**src/rtl/time_set_ctrl.sv**
```systemverilog
// time_set_ctrl: keypad time-entry controller for the digital watch.
// Registers the keypad and buttons, qualifies one-hot key presses, range-checks
// each BCD digit against its HH:MM:SS position, and hands the edited time to
// the watch counters with a one-cycle load strobe.
// Optional feature macro: CURSOR_BLINK_EN (blinks the digit under the cursor).
//
// Handshake: there is no valid/ready pair here. load is a one-cycle,
// fire-and-forget strobe. set_time is stable for the whole cycle in which
// load is high, and the counters must capture it on that cycle.
module time_set_ctrl #(
  parameter int TIMEOUT_CYC   = 10000,
  parameter int START_IN_EDIT = 1,
  parameter int BLINK_HALF    = 250
) (
  input  logic        clk,
  input  logic        rst,
  input  logic [9:0]  key_input,
  input  logic        btn_set,
  input  logic        btn_done,
  input  logic [23:0] cur_time,
  output logic [23:0] set_time,
  output logic        load,
  output logic        edit_mode,
  output logic [2:0]  cursor,
  output logic        key_err,
  output logic        abort,
  output logic [5:0]  digit_blank,
  output logic [1:0]  dbg_state
);

  typedef enum logic [1:0] {
    ST_RUN    = 2'd0,
    ST_EDIT   = 2'd1,
    ST_COMMIT = 2'd2
  } state_e;

  localparam state_e RESET_STATE = (START_IN_EDIT != 0) ? ST_EDIT : ST_RUN;
  // The timeout counter only has to reach TIMEOUT_CYC-1, where it saturates.
  localparam int TW = (TIMEOUT_CYC > 1) ? $clog2(TIMEOUT_CYC) : 1;
  localparam logic [TW-1:0] TO_LAST = TW'((TIMEOUT_CYC > 0) ? TIMEOUT_CYC - 1 : 0);

  state_e      state_q, state_d;
  logic [9:0]  key_q, key_d, key_prev_q, key_prev_d;
  logic        set_q, set_d, set_prev_q, set_prev_d;
  logic        done_q, done_d, done_prev_q, done_prev_d;
  logic [23:0] set_time_q, set_time_d;
  logic [2:0]  cursor_q, cursor_d;
  logic [TW-1:0] to_cnt_q, to_cnt_d;
  logic        key_err_q, key_err_d, abort_q, abort_d;

  logic        key_accept, set_edge, done_edge, timeout_hit;
  logic        in_edit, key_write, key_write_ok, snapshot;
  logic [3:0]  key_digit, digit_max;

  // Input stage: one register per pin plus the previous registered value.
  always_comb begin
    key_d       = key_input;
    key_prev_d  = key_q;
    set_d       = btn_set;
    set_prev_d  = set_q;
    done_d      = btn_done;
    done_prev_d = done_q;
  end

  // Press qualification: exactly one key, arriving after an all-released vector.
  always_comb begin
    key_accept = (key_q != 10'd0) && ((key_q & (key_q - 10'd1)) == 10'd0) &&
                 (key_prev_q == 10'd0);
    set_edge   = set_q & ~set_prev_q;
    done_edge  = done_q & ~done_prev_q;
    key_digit  = 4'd0;
    for (int i = 0; i < 10; i++) begin
      if (key_q[i]) key_digit = 4'(i);
    end
  end

  // Largest legal digit for the position under the cursor.
  always_comb begin
    case (cursor_q)
      3'd0:       digit_max = 4'd2;
      3'd1:       digit_max = (set_time_q[23:20] == 4'd2) ? 4'd3 : 4'd9;
      3'd2, 3'd4: digit_max = 4'd5;
      default:    digit_max = 4'd9;
    endcase
  end

  // Event decode; btn_done outranks both the timeout and a same-cycle key.
  always_comb begin
    in_edit      = (state_q == ST_EDIT);
    timeout_hit  = (TIMEOUT_CYC != 0) && (to_cnt_q == TO_LAST);
    key_write    = in_edit && key_accept && !done_edge && !timeout_hit;
    key_write_ok = key_write && (key_digit <= digit_max);
    key_err_d    = key_write && (key_digit > digit_max);
    abort_d      = in_edit && !done_edge && timeout_hit;
    snapshot     = (state_q == ST_RUN) && set_edge;
  end

  // FSM next state.
  always_comb begin
    state_d = state_q;
    case (state_q)
      ST_RUN:    if (set_edge) state_d = ST_EDIT;
      ST_EDIT: begin
        if (done_edge)        state_d = ST_COMMIT;
        else if (timeout_hit) state_d = ST_RUN;
      end
      ST_COMMIT: state_d = ST_RUN;
      default:   state_d = ST_RUN;
    endcase
  end

  // Edit buffer, cursor and saturating timeout counter.
  always_comb begin
    set_time_d = set_time_q;
    cursor_d   = cursor_q;
    to_cnt_d   = to_cnt_q;
    if (snapshot) begin
      set_time_d = cur_time;
      cursor_d   = 3'd0;
      to_cnt_d   = '0;
    end else if (in_edit) begin
      if (key_write_ok) begin
        case (cursor_q)
          3'd0: begin
            set_time_d[23:20] = key_digit;
            // 2x hours cannot keep an hour digit above 3.
            if (key_digit == 4'd2 && set_time_q[19:16] > 4'd3) set_time_d[19:16] = 4'd0;
          end
          3'd1:    set_time_d[19:16] = key_digit;
          3'd2:    set_time_d[15:12] = key_digit;
          3'd3:    set_time_d[11:8]  = key_digit;
          3'd4:    set_time_d[7:4]   = key_digit;
          default: set_time_d[3:0]   = key_digit;
        endcase
        cursor_d = (cursor_q >= 3'd5) ? 3'd0 : cursor_q + 3'd1;
        to_cnt_d = '0;
      end else if ((TIMEOUT_CYC != 0) && (to_cnt_q != TO_LAST)) begin
        to_cnt_d = to_cnt_q + TW'(1);
      end
    end else begin
      to_cnt_d = '0;
    end
  end

  // State and datapath registers with synchronous active-low reset.
  always_ff @(posedge clk) begin
    if (!rst) begin
      state_q     <= RESET_STATE;
      key_q       <= '0;
      key_prev_q  <= '0;
      set_q       <= 1'b0;
      set_prev_q  <= 1'b0;
      done_q      <= 1'b0;
      done_prev_q <= 1'b0;
      set_time_q  <= '0;
      cursor_q    <= '0;
      to_cnt_q    <= '0;
      key_err_q   <= 1'b0;
      abort_q     <= 1'b0;
    end else begin
      state_q     <= state_d;
      key_q       <= key_d;
      key_prev_q  <= key_prev_d;
      set_q       <= set_d;
      set_prev_q  <= set_prev_d;
      done_q      <= done_d;
      done_prev_q <= done_prev_d;
      set_time_q  <= set_time_d;
      cursor_q    <= cursor_d;
      to_cnt_q    <= to_cnt_d;
      key_err_q   <= key_err_d;
      abort_q     <= abort_d;
    end
  end

  // FSM outputs are decoded straight from the state register.
  always_comb begin
    load      = (state_q == ST_COMMIT);
    edit_mode = (state_q != ST_RUN);
    dbg_state = state_q;
    set_time  = set_time_q;
    cursor    = cursor_q;
    key_err   = key_err_q;
    abort     = abort_q;
  end

`ifdef CURSOR_BLINK_EN
  localparam int BW = (BLINK_HALF > 1) ? $clog2(BLINK_HALF) : 1;
  logic [BW-1:0] blink_cnt_q, blink_cnt_d;
  logic          blink_ph_q, blink_ph_d;

  // Blink phase restarts unblanked on EDIT entry and on every cursor move.
  always_comb begin
    blink_cnt_d = blink_cnt_q;
    blink_ph_d  = blink_ph_q;
    if (!in_edit || key_write_ok) begin
      blink_cnt_d = '0;
      blink_ph_d  = 1'b0;
    end else if (blink_cnt_q == BW'(BLINK_HALF - 1)) begin
      blink_cnt_d = '0;
      blink_ph_d  = ~blink_ph_q;
    end else begin
      blink_cnt_d = blink_cnt_q + BW'(1);
    end
  end

  // Blink counter registers.
  always_ff @(posedge clk) begin
    if (!rst) begin
      blink_cnt_q <= '0;
      blink_ph_q  <= 1'b0;
    end else begin
      blink_cnt_q <= blink_cnt_d;
      blink_ph_q  <= blink_ph_d;
    end
  end

  // Blank only the digit under the cursor during the off half of the blink.
  always_comb begin
    digit_blank = '0;
    if (in_edit && blink_ph_q) digit_blank = 6'(6'b1 << cursor_q);
  end
`else
  // Without blinking every digit stays lit.
  always_comb begin
    digit_blank = '0;
  end
`endif

endmodule

```
**config.mk**
```make
export PLATFORM = sky130hd
export DESIGN_NAME = time_set_ctrl
export DESIGN_NICKNAME = d
export VERILOG_FILES = /design/src/rtl/time_set_ctrl.sv
export SDC_FILE = /design/constraint.sdc
export NUM_CORES = 1
export LEC_CHECK = 0
export BUFFER_PORTS_ARGS = -buffer_cell sky130_fd_sc_hd__buf_4
export CORE_MARGIN = 4
export CORE_UTILIZATION = 48
export CTS_BUF_LIST = sky130_fd_sc_hd__clkbuf_8 sky130_fd_sc_hd__clkbuf_16
export DETAILED_ROUTE_END_ITERATION = 12
export PLACE_DENSITY = 0.83
export SETUP_SLACK_MARGIN = 0.4
export SYNTH_ARGS = -nofsm -noshare
export SYNTH_HDL_FRONTEND = slang
export SYNTH_SLANG_ARGS = --single-unit
```
**constraint.sdc**
```tcl
create_clock -name clk -period 5.25 [get_ports clk]
set_input_delay 1.05 -clock clk [delete_from_list [all_inputs] [get_ports clk]]
set_output_delay 1.05 -clock clk [all_outputs]
set_load 0.01 [all_outputs]
```
==> results.py, run 1 <==
metrics = {
    "outcome": {
        "status": "finished, final reports clean",
    },
    "power": {
        "p_sw_uw": 306,
        "p_total_mw": 1.14,
        "pwr-share-comb_pct": 14.3,
        "netSwitchingFraction_pct": 26.8,
        "p_seq_share_pct": 48.9,
        "power_leakage_nw": 1.75,
        "power_frac_clock_pct": 36.8,
        "p_int_uw": 838,
        "vdd_drop_max_mv": 0.209,
        "power.density_nw_per_um2": 273,
    },
    "sta": {
        "period_needed_ns": 3.27,
        "finalSetupViolCount": 0,
        "slew-limit-headroom_pct": 28.0,
        "finalSetupTns_ns": 0,
        "tightest_slew_ns": 1.08,
        "drv_slew": 0,
        "period_share_pct": 62.3,
        "hold_violations": 0,
        "finClkSkew_ns": 0.0102,
        "rsz0062_at_grt": "no",
        "fmax_ghz": 0.306,
    },
    "finish": {
        "antenna_cells": 0,
        "syn_to_final_growth_pct": 19.5,
        "nets": 513,
        "final_layout_size_suffix_gt1_share_pct": 22.6,
    },
    "synthesis": {
        "synth-seq-cells": 69,
        "ys_warn_count": 0,
        "yosys.area_share.simple_pct": 30.8,
        "syn-mean-instance-area_um2": 8.64,
        "synth_common_cells": "dfxtp_1, nor2_1, nand3_1",
        "synth_ff_type": "dfxtp_1",
        "synth_compound_area_share_pct": 15.6,
        "synthArstFlopShare_pct": 0,
        "synth_cell_types": 64,
        "synth_top_family_by_area": "simple AND/OR/NAND/NOR gates",
        "synth_cells": 406,
        "ys_seq_area_share_pct": 39.4,
        "synth_top_area_share_pct": 39.4,
        "synthMuxAreaShare_pct": 0.571,
        "yosysMostFrequentCell": "dfxtp_1",
        "syn_area_um2": 3510,
        "synth_edf_count": 0,
        "synth_fa_ha_area_share_pct": 3.57,
        "synth.area.top_cells": "dfxtp_1, nand3_1, nor2_1, and2_1, ha_1",
        "yosys.area.top_type": "dfxtp_1",
        "synth-xor-area-share_pct": 3.25,
    },
    "drt": {
        "detail-route-antenna-nets": 0,
        "drc": 0,
        "routedWlPerCell_um": 15.7,
        "wirelength_um": 8850,
        "vias": 3183,
        "drt-initial-drc-count": 165,
        "vias_per_cell": 5.63,
        "drt_pre_antenna_iters": 4,
    },
    "global_route": {
        "grt-ovfl-total": 0,
        "grt_pass1_wl_um": 14600,
        "grt_max_degree": 67,
        "grt_pass1_vias": 3119,
        "grtUsageTotal_pct": 20.8,
        "antenna_found_initial": 0,
    },
    "cts": {
        "cts_made_buffers": 9,
        "postCtsSetupBuffers": 0,
        "clockRootBuffer": "clkbuf_8",
        "clock_sinks": 69,
        "clkSlewWorstSetupHoldPaths_ns": 0.07,
        "cts_max_level": 3,
        "ctsResizeCount": 0,
        "hold_buffers": 0,
        "cts_tree": "built",
        "clk_latency_ns": 0.35,
        "cts_buffer_depth": 2,
    },
    "die": {
        "io_pins": 77,
        "die_area_um2": 8740,
        "initial_core_util_pct": 50.5,
        "die-width_um": 93.5,
        "rows": 30,
        "coreArea_um2": 6940,
        "die_h_um": 93.5,
    },
    "placed_design": {
        "place_congestion": 0.920,
        "dpl.hpwl_um": 6290,
        "portBuffers": 70,
    },
    "critical_path": {
        "startpoint_type": "register",
        "crit_arrival_ns": 3.49,
        "required_ns": 5.47,
        "crit_buf_inv": 1,
        "reg2reg_setup_slack_ns": 1.98,
        "cp_cell_sequence": "nor2_1 > o21a_1 > o31ai_1 > inv_1 > ha_1 > nor2b_1 > o21ai_0 > a221oi_1 > nor4_4 > a211oi_1 > nor3_2",
        "cp-end-kind": "register",
        "critPathKind": "register to register",
        "crit_slowest_cell": "a221oi_1",
        "max_stage_delay_ns": 0.73,
        "critPathMaxFanout": 9,
        "cpLargestDelayFamily": "compound AO/OA/AOI/OAI gates",
    },
    "worst_hold_path": {
        "hold_class": "register to register",
    },
    "run": {
        "drv_cap": 0,
    },
}
[layout by cell type, fill, tap and decap left out, types with 14 or more instances in the layout]
cell type	n
nand2_1	21
a211oi_1	15
o21ai_0	18
nor2_1	44
and2_1	25
inv_1	15
dfxtp_1	69
nand3_1	38
and3_1	14
buf_4	71
[path summary, 6_finish.rpt]
path              cells past startpoint          start      endpoint
setup reg to reg                     11  key_prev_d[5]  set_time[19]
hold reg to reg                       1    done_prev_d   done_prev_q
setup / recovery                     11  key_prev_d[5]  set_time[19]
hold / removal                        1    done_prev_d   done_prev_q
[state kept, by name, summed over array words and instances (netlist names)]
signal       count
set_time        24
to_cnt_q        14
key_prev_d      10
key_prev_q      10
cursor           3
dbg_state        2
abort            1
done_prev_d      1
done_prev_q      1
key_err          1
set_prev_d       1
set_prev_q       1
[stage by stage]
step	instance area, um2	worst slack, ns	util [%]	instances	hold slack (ns)
2_1_floorplan	3530	2.50	-	411	0.431
3_5_place_dp	4000	2.05	57.6	550	0.453
4_1_cts	4190	2.04	60.3	565	0.469
6_report	4190	1.98	60.3	565	0.464
3_3_place_gp	4000	2.26	57.6	550	0.443
5_1_grt	4190	1.78	60.3	565	0.486
[area by class of cell]
cell class                 count  area [um2]
sequential                    69        1380
timing repair buffer          71         533
fill                         612        2750
inverter                      14        52.6
multi-input combinational    300        1910
tap                           96         120
clock inverter                 5        52.6
clock buffer                  10         138
[power groups by stage]
stage	clock [mW]	sequential, mW	combinational [mW]
CTS	0.429	0.559	0.163
detailed placement	0	0.571	0.161
global placement	0	0.571	0.158
finish	0.421	0.560	0.164
floorplan	0	0.568	0.112
global route	0.446	0.562	0.181
[layer usage]
metal | up-vias | wire length [um] | global-route usage, %
met2 | 110 | 4260 | 34.4
met4 | 0 | 199 | 9.04
li1 | 1555 | - | -
met1 | 1496 | 3760 | 25.6
met3 | 22 | 628 | 5.15
met5 | - | 0 | 0
[kinds of logic (layout without fill, tap and decap cells)]
kind of cell    after synthesis  in the layout
other cells                   1              6
compound gates               74             74
mux                           2              2
xor+xnor                     13             13
fa+ha+maj                    10             10
flops                        69             69
simple gates                195            195
buf+inv                      42            100
Note: power is estimated with default switching activity, not from simulation.
==> inputs of run 2 (changes only) <==
- clock period: 5.25 -> 3.1 ns (I/O delays scaled with it)
==> run 2 against run 1 <==
Net effect:
- sequential share of layout area decreased by 2.4 points
- sequential power rose by 69%
- global-route usage grew 0.11 points
- via count is 3.0% higher
- routed wire length is 7.0% higher
==> results.py, run 2 (synthesis results as in run 1) <==
metrics = {
    "outcome": {
        "status": "finished, final reports clean",
    },
    "finish": {
        "final_cell_mix": "buf_4, dfxtp_1, nor2_1, nand3_1, and2_1",
        "largest_register_ffs": 24,
        "final_layout_size_suffix_gt1_share_pct": 33.6,
        "antenna_cells": 0,
        "final_common_cell": "buf_4",
        "syn_to_final_growth_pct": 29.8,
        "fin_area_um2": 4550,
        "nets": 528,
    },
    "global_route": {
        "grtUsageTotal_pct": 20.9,
        "grt_pass1_wl_um": 14700,
        "grt-ovfl-total": 0,
        "grt_pass1_vias": 3162,
        "grt_max_degree": 67,
        "antenna_found_initial": 0,
    },
    "placed_design": {
        "placed_area_um2": 4050,
        "place_congestion": 0.911,
        "dpl.hpwl_um": 6490,
        "portBuffers": 70,
    },
    "cts": {
        "cts_made_buffers": 9,
        "cts_tree": "built",
        "cts_max_level": 3,
        "clk_latency_ns": 0.35,
        "clkSlewWorstSetupHoldPaths_ns": 0.08,
        "cts_buffer_depth": 2,
        "clockRootBuffer": "clkbuf_8",
        "clock_sinks": 69,
        "hold_buffers": 0,
    },
    "power": {
        "p_total_mw": 2.13,
        "power_frac_clock_pct": 38.7,
        "netSwitchingFraction_pct": 27.8,
        "p_sw_uw": 592,
        "power_leakage_nw": 1.85,
        "p_int_mw": 1.54,
        "pwr-share-comb_pct": 16.8,
        "power.density_nw_per_um2": 467,
        "vdd_drop_max_mv": 0.353,
        "p_seq_share_pct": 44.5,
    },
    "critical_path": {
        "max_stage_delay_ns": 0.53,
        "crit_slowest_cell": "or4_4",
        "cp_cell_sequence": "buf_6 > or4_4 > nand2_4 > inv_2 > ha_4 > and3_4 > a221o_2 > buf_6 > and3_4 > and2_4 > a211oi_2",
        "critPathKind": "register to register",
        "critPathMaxFanout": 8,
        "required_ns": 3.37,
        "crit_arrival_ns": 2.92,
        "startpoint_type": "register",
        "crit_buf_inv": 3,
        "cpLargestDelayFamily": "simple AND/OR/NAND/NOR gates",
        "cp-end-kind": "register",
    },
    "worst_hold_path": {
        "hold_class": "register to register",
    },
    "sta": {
        "slew-limit-headroom_pct": 55.9,
        "whs_ns": 0.468,
        "hold_violations": 0,
        "finalSetupViolCount": 0,
        "rsz0062_at_grt": "no",
        "tightest_slew_ns": 0.661,
        "finalSetupTns_ns": 0,
        "period_share_pct": 85.2,
        "fmax_ghz": 0.379,
        "period_needed_ns": 2.64,
        "drv_slew": 0,
        "finClkSkew_ns": 0.00946,
    },
    "drt": {
        "drt-initial-drc-count": 262,
        "vias": 3279,
        "drt_pre_antenna_iters": 5,
        "detail-route-antenna-nets": 0,
        "wirelength_um": 9470,
        "routedWlPerCell_um": 16.3,
        "vias_per_cell": 5.64,
        "drc": 0,
    },
    "die": {
        "io_pins": 77,
        "initial_core_util_pct": 50.5,
        "rows": 30,
        "coreArea_um2": 6940,
        "die_area_um2": 8740,
        "die_h_um": 93.5,
        "die-width_um": 93.5,
    },
    "run": {
        "drv_cap": 0,
    },
}
[run 2: layout make-up]
cell class	count	area, um2
Clock buffer	9	124
Clock inverter	7	98.8
Fill cell	537	2390
Inverter	14	52.6
Multi-Input combinational cell	301	2120
Sequential cell	69	1390
Tap cell	96	120
Timing Repair Buffer	85	647
[run 2: power by group through the flow]
stage | clock (mW) | combinational, mW | sequential, mW
5_1_grt | 0.861 | 0.386 | 0.952
3_5_place_dp | 0 | 0.283 | 0.964
3_3_place_gp | 0 | 0.275 | 0.962
4_1_cts | 0.823 | 0.310 | 0.945
6_report | 0.824 | 0.357 | 0.947
2_1_floorplan | 0 | 0.192 | 0.962
[run 2: what timing repair did]
| action | CTS | global route |
|---|---|---|
| pin swaps | 4 | 7 |
| setup buffers | 4 | 4 |
| gates resized for setup | 24 | 32 |
| cloned | 0 | 1 |
| hold endpoints to repair | 0 | 0 |
| setup endpoints to repair | 38 | 39 |
[run 2: metal layers]
metal	part of all wire (%)	GRT usage, %
met5	0	0
met4	2.0	6.47
met3	5.9	6.76
met2	51	35.4
met1	41	25.1
[run 2: through the flow]
stage          std cells  util, %  setup slack, ns
3_3_place_gp         556     58.3            0.286
3_5_place_dp         556     58.3            0.174
2_1_floorplan        411        -            0.351
6_report             581     65.6            0.458
5_1_grt              581     65.6            0.371
4_1_cts              576     63.2            0.397
[run 2: path summary, 6_finish.rpt]
| path | from | to | slack (ns) | cells past startpoint |
|---|---|---|---|---|
| worst min register to register | done_prev_d | done_prev_q | 0.47 | 1 |
| worst max-delay path | key_prev_d[5] | set_time[10] | 0.46 | 11 |
| worst max register to register | key_prev_d[5] | set_time[10] | 0.46 | 11 |
| worst min-delay path | done_prev_d | done_prev_q | 0.47 | 1 |
==> inputs of run 3 (changes only) <==
- CORE_UTILIZATION: 48 -> 40
- GPL_TIMING_DRIVEN: not set -> 0
- PLACE_DENSITY: 0.83 -> 0.73
==> run 3 against run 2 <==
Net effect:
- routed wire length grew 2.7%
- utilization shrank 11 points
- worst hold slack gained 0.0038 ns
- sequential share of layout area shrank 0.40 points
- worst setup slack lost 0.020 ns
- cell area grew 0.96%
- global-route usage shrank 2.1 points
- sequential power is essentially flat
- flip-flop and latch count is the same
- maximum frequency shrank 0.73%
- die area grew 18%
- combinational power grew 3%
- critical path type unchanged
==> results.py, run 3 (synthesis results as in run 1) <==
metrics = {
    "placed_design": {
        "dpl.hpwl_um": 7120,
        "portBuffers": 70,
        "place_congestion": 0.977,
        "place_ws_ns": -0.138,
    },
    "finish": {
        "largest_register_ffs": 24,
        "nets": 547,
        "final_cell_mix": "buf_4, dfxtp_1, nor2_1, nand3_1, and2_1",
        "final_layout_size_suffix_gt1_share_pct": 31.3,
        "fillCellCount": 785,
        "antenna_cells": 0,
        "syn_to_final_growth_pct": 31.1,
        "final_common_cell": "buf_4",
    },
    "cts": {
        "cts_tree": "built",
        "cts_made_buffers": 9,
        "clock_sinks": 69,
        "clockRootBuffer": "clkbuf_8",
        "clkSlewWorstSetupHoldPaths_ns": 0.07,
        "cts_buffer_depth": 2,
        "clk_latency_ns": 0.35,
        "cts_max_level": 3,
    },
    "power": {
        "power_leakage_nw": 1.91,
        "p_seq_share_pct": 46.5,
        "pwr-share-comb_pct": 18.1,
        "vdd_drop_max_mv": 0.260,
        "netSwitchingFraction_pct": 27.5,
        "power.density_nw_per_um2": 442,
        "power_frac_clock_pct": 35.5,
        "p_int_mw": 1.47,
        "p_sw_uw": 558,
        "p_total_mw": 2.03,
    },
    "die": {
        "die-width_um": 102,
        "die_area_um2": 10300,
        "initial_core_util_pct": 41.8,
        "die_h_um": 102,
        "io_pins": 77,
        "coreArea_um2": 8380,
        "rows": 33,
    },
    "sta": {
        "period_share_pct": 85.8,
        "finClkSkew_ns": 0.00945,
        "hold_violations": 0,
        "period_needed_ns": 2.66,
        "slew-limit-headroom_pct": 47.5,
        "rsz0062_at_grt": "no",
        "tightest_slew_ns": 0.785,
        "finalSetupViolCount": 0,
        "fin_ws_ns": 0.439,
        "drv_slew": 0,
        "fmax_ghz": 0.376,
    },
    "drt": {
        "routedWlPerCell_um": 16.0,
        "drt-initial-drc-count": 169,
        "wirelength_um": 9730,
        "drc": 0,
        "vias": 3296,
        "drt_pre_antenna_iters": 5,
        "vias_per_cell": 5.41,
        "detail-route-antenna-nets": 0,
    },
    "critical_path": {
        "r2r-start": "set_time[20]",
        "critPathCapture": "set_time[10]",
        "r2r_cells": 12,
        "startpoint": "set_time[20]",
        "critPathKind": "register to register",
        "crit_arrival_ns": 2.93,
        "cpMostUsedCell": "nand2_1",
        "cp_cell_sequence": "nor4b_2 > nand2_1 > nand2_1 > nand2_1 > ha_4 > nor2b_4 > o21ai_2 > a221o_1 > clkbuf_8 > and3_4 > and2_4 > a211oi_1",
        "startpoint_type": "register",
        "cp-end-kind": "register",
        "reg2reg_setup_slack_ns": 0.44,
        "required_ns": 3.37,
        "crit_slowest_cell": "nor4b_2",
        "r2r_end": "set_time[10]",
        "max_stage_delay_ns": 0.40,
        "critPathMaxFanout": 10,
    },
    "global_route": {
        "grtUsageTotal_pct": 18.8,
        "grt_pass1_wl_um": 15100,
        "antenna_found_initial": 0,
        "grt_max_degree": 12,
        "grt_pass1_vias": 3097,
        "grt-ovfl-total": 0,
    },
    "run": {
        "drv_cap": 0,
    },
    "outcome": {
        "status": "finished, final reports clean",
    },
    "worst_hold_path": {
        "hold_class": "register to register",
    },
}
-- run 3: cell types whose count changed in the layout (fill, tap and decap cells not counted), moves of 2 or more --
cell	delta
clkbuf_8	+2
clkbuf_1	+9
nor4_2	+2
inv_1	+3
a211oi_2	-2
a211oi_1	+2
nand3_2	-2
nand3_1	+2
buf_4	+3
ha_2	-2
buf_2	+4
buf_6	+2
clkinv_4	-2
dfxtp_1	+2
-- run 3: timing repair --
action,in CTS,in global routing
endpoints found under the hold margin,0,0
hold buffers,0,0
gates resized for setup,22,20
buffers inserted,1,4
pin swaps,3,2
setup endpoints to repair,42,34
cloned,0,2
-- run 3: power by group through the flow --
| stage | Clock, mW | Combinational [mW] | Sequential (mW) |
|---|---|---|---|
| 3_3_place_gp | 0 | 0.303 | 0.962 |
| 6_report | 0.721 | 0.367 | 0.945 |
| 5_1_grt | 0.775 | 0.398 | 0.948 |
| 3_5_place_dp | 0 | 0.306 | 0.963 |
| 2_1_floorplan | 0 | 0.192 | 0.962 |
| 4_1_cts | 0.742 | 0.332 | 0.943 |
-- run 3: worst min path at each step --
stage                 start            end  slack (ns)  cells after the start
5_1_grt        key_input[5]  key_prev_d[5]        0.46                      2
3_3_place_gp    done_prev_d    done_prev_q        0.45                      1
6_report        done_prev_d    done_prev_q        0.47                      1
3_5_place_dp    done_prev_d    done_prev_q        0.46                      1
2_1_floorplan   done_prev_d    done_prev_q        0.43                      1
4_1_cts        key_input[6]  key_prev_d[6]        0.45                      2
-- run 3: area by class of cell --
class | instances | area [um2] | share of cell area [%]
buffer | 28 | 200 | 4.35
clock buffer | 10 | 138 | 2.99
clock inverter | 6 | 55.1 | 1.20
inverter | 14 | 52.6 | 1.14
multi-input combinational | 300 | 2060 | 44.8
sequential | 69 | 1390 | 30.2
tap | 105 | 131 | 2.86
timing repair buffer | 77 | 573 | 12.5
-- run 3: layer usage --
metal / global-route usage (%) / up-vias / share of wire, %
li1: - / 1633 / -
met1: 24.6 / 1530 / 43
met5: 0 / - / 0
met2: 30.0 / 117 / 48
met4: 6.75 / 0 / 1.8
met3: 4.68 / 16 / 7.0
-- run 3: through the flow --
stage          setup TNS, ns  utilization, %  cell area, um2  cells  hold slack (ns)
3_3_place_gp          -0.219            50.0            4190    586            0.447
2_1_floorplan              0               -            3530    411            0.431
3_5_place_dp           -1.22            50.0            4190    586            0.456
5_1_grt                    0            54.8            4600    609            0.465
6_report                   0            54.8            4600    609            0.472
4_1_cts                    0            53.4            4470    603            0.455
-- run 3: worst max-delay path, delay by kind of cell (launching register included) --
family | cells | cell delay, ns
buffers and inverters | 1 | 0.17
and+or+nand+nor | 7 | 1.15
DFF | 1 | 0.35
AOI/OAI and AO/OA | 3 | 0.62
adders and majority gates | 1 | 0.29
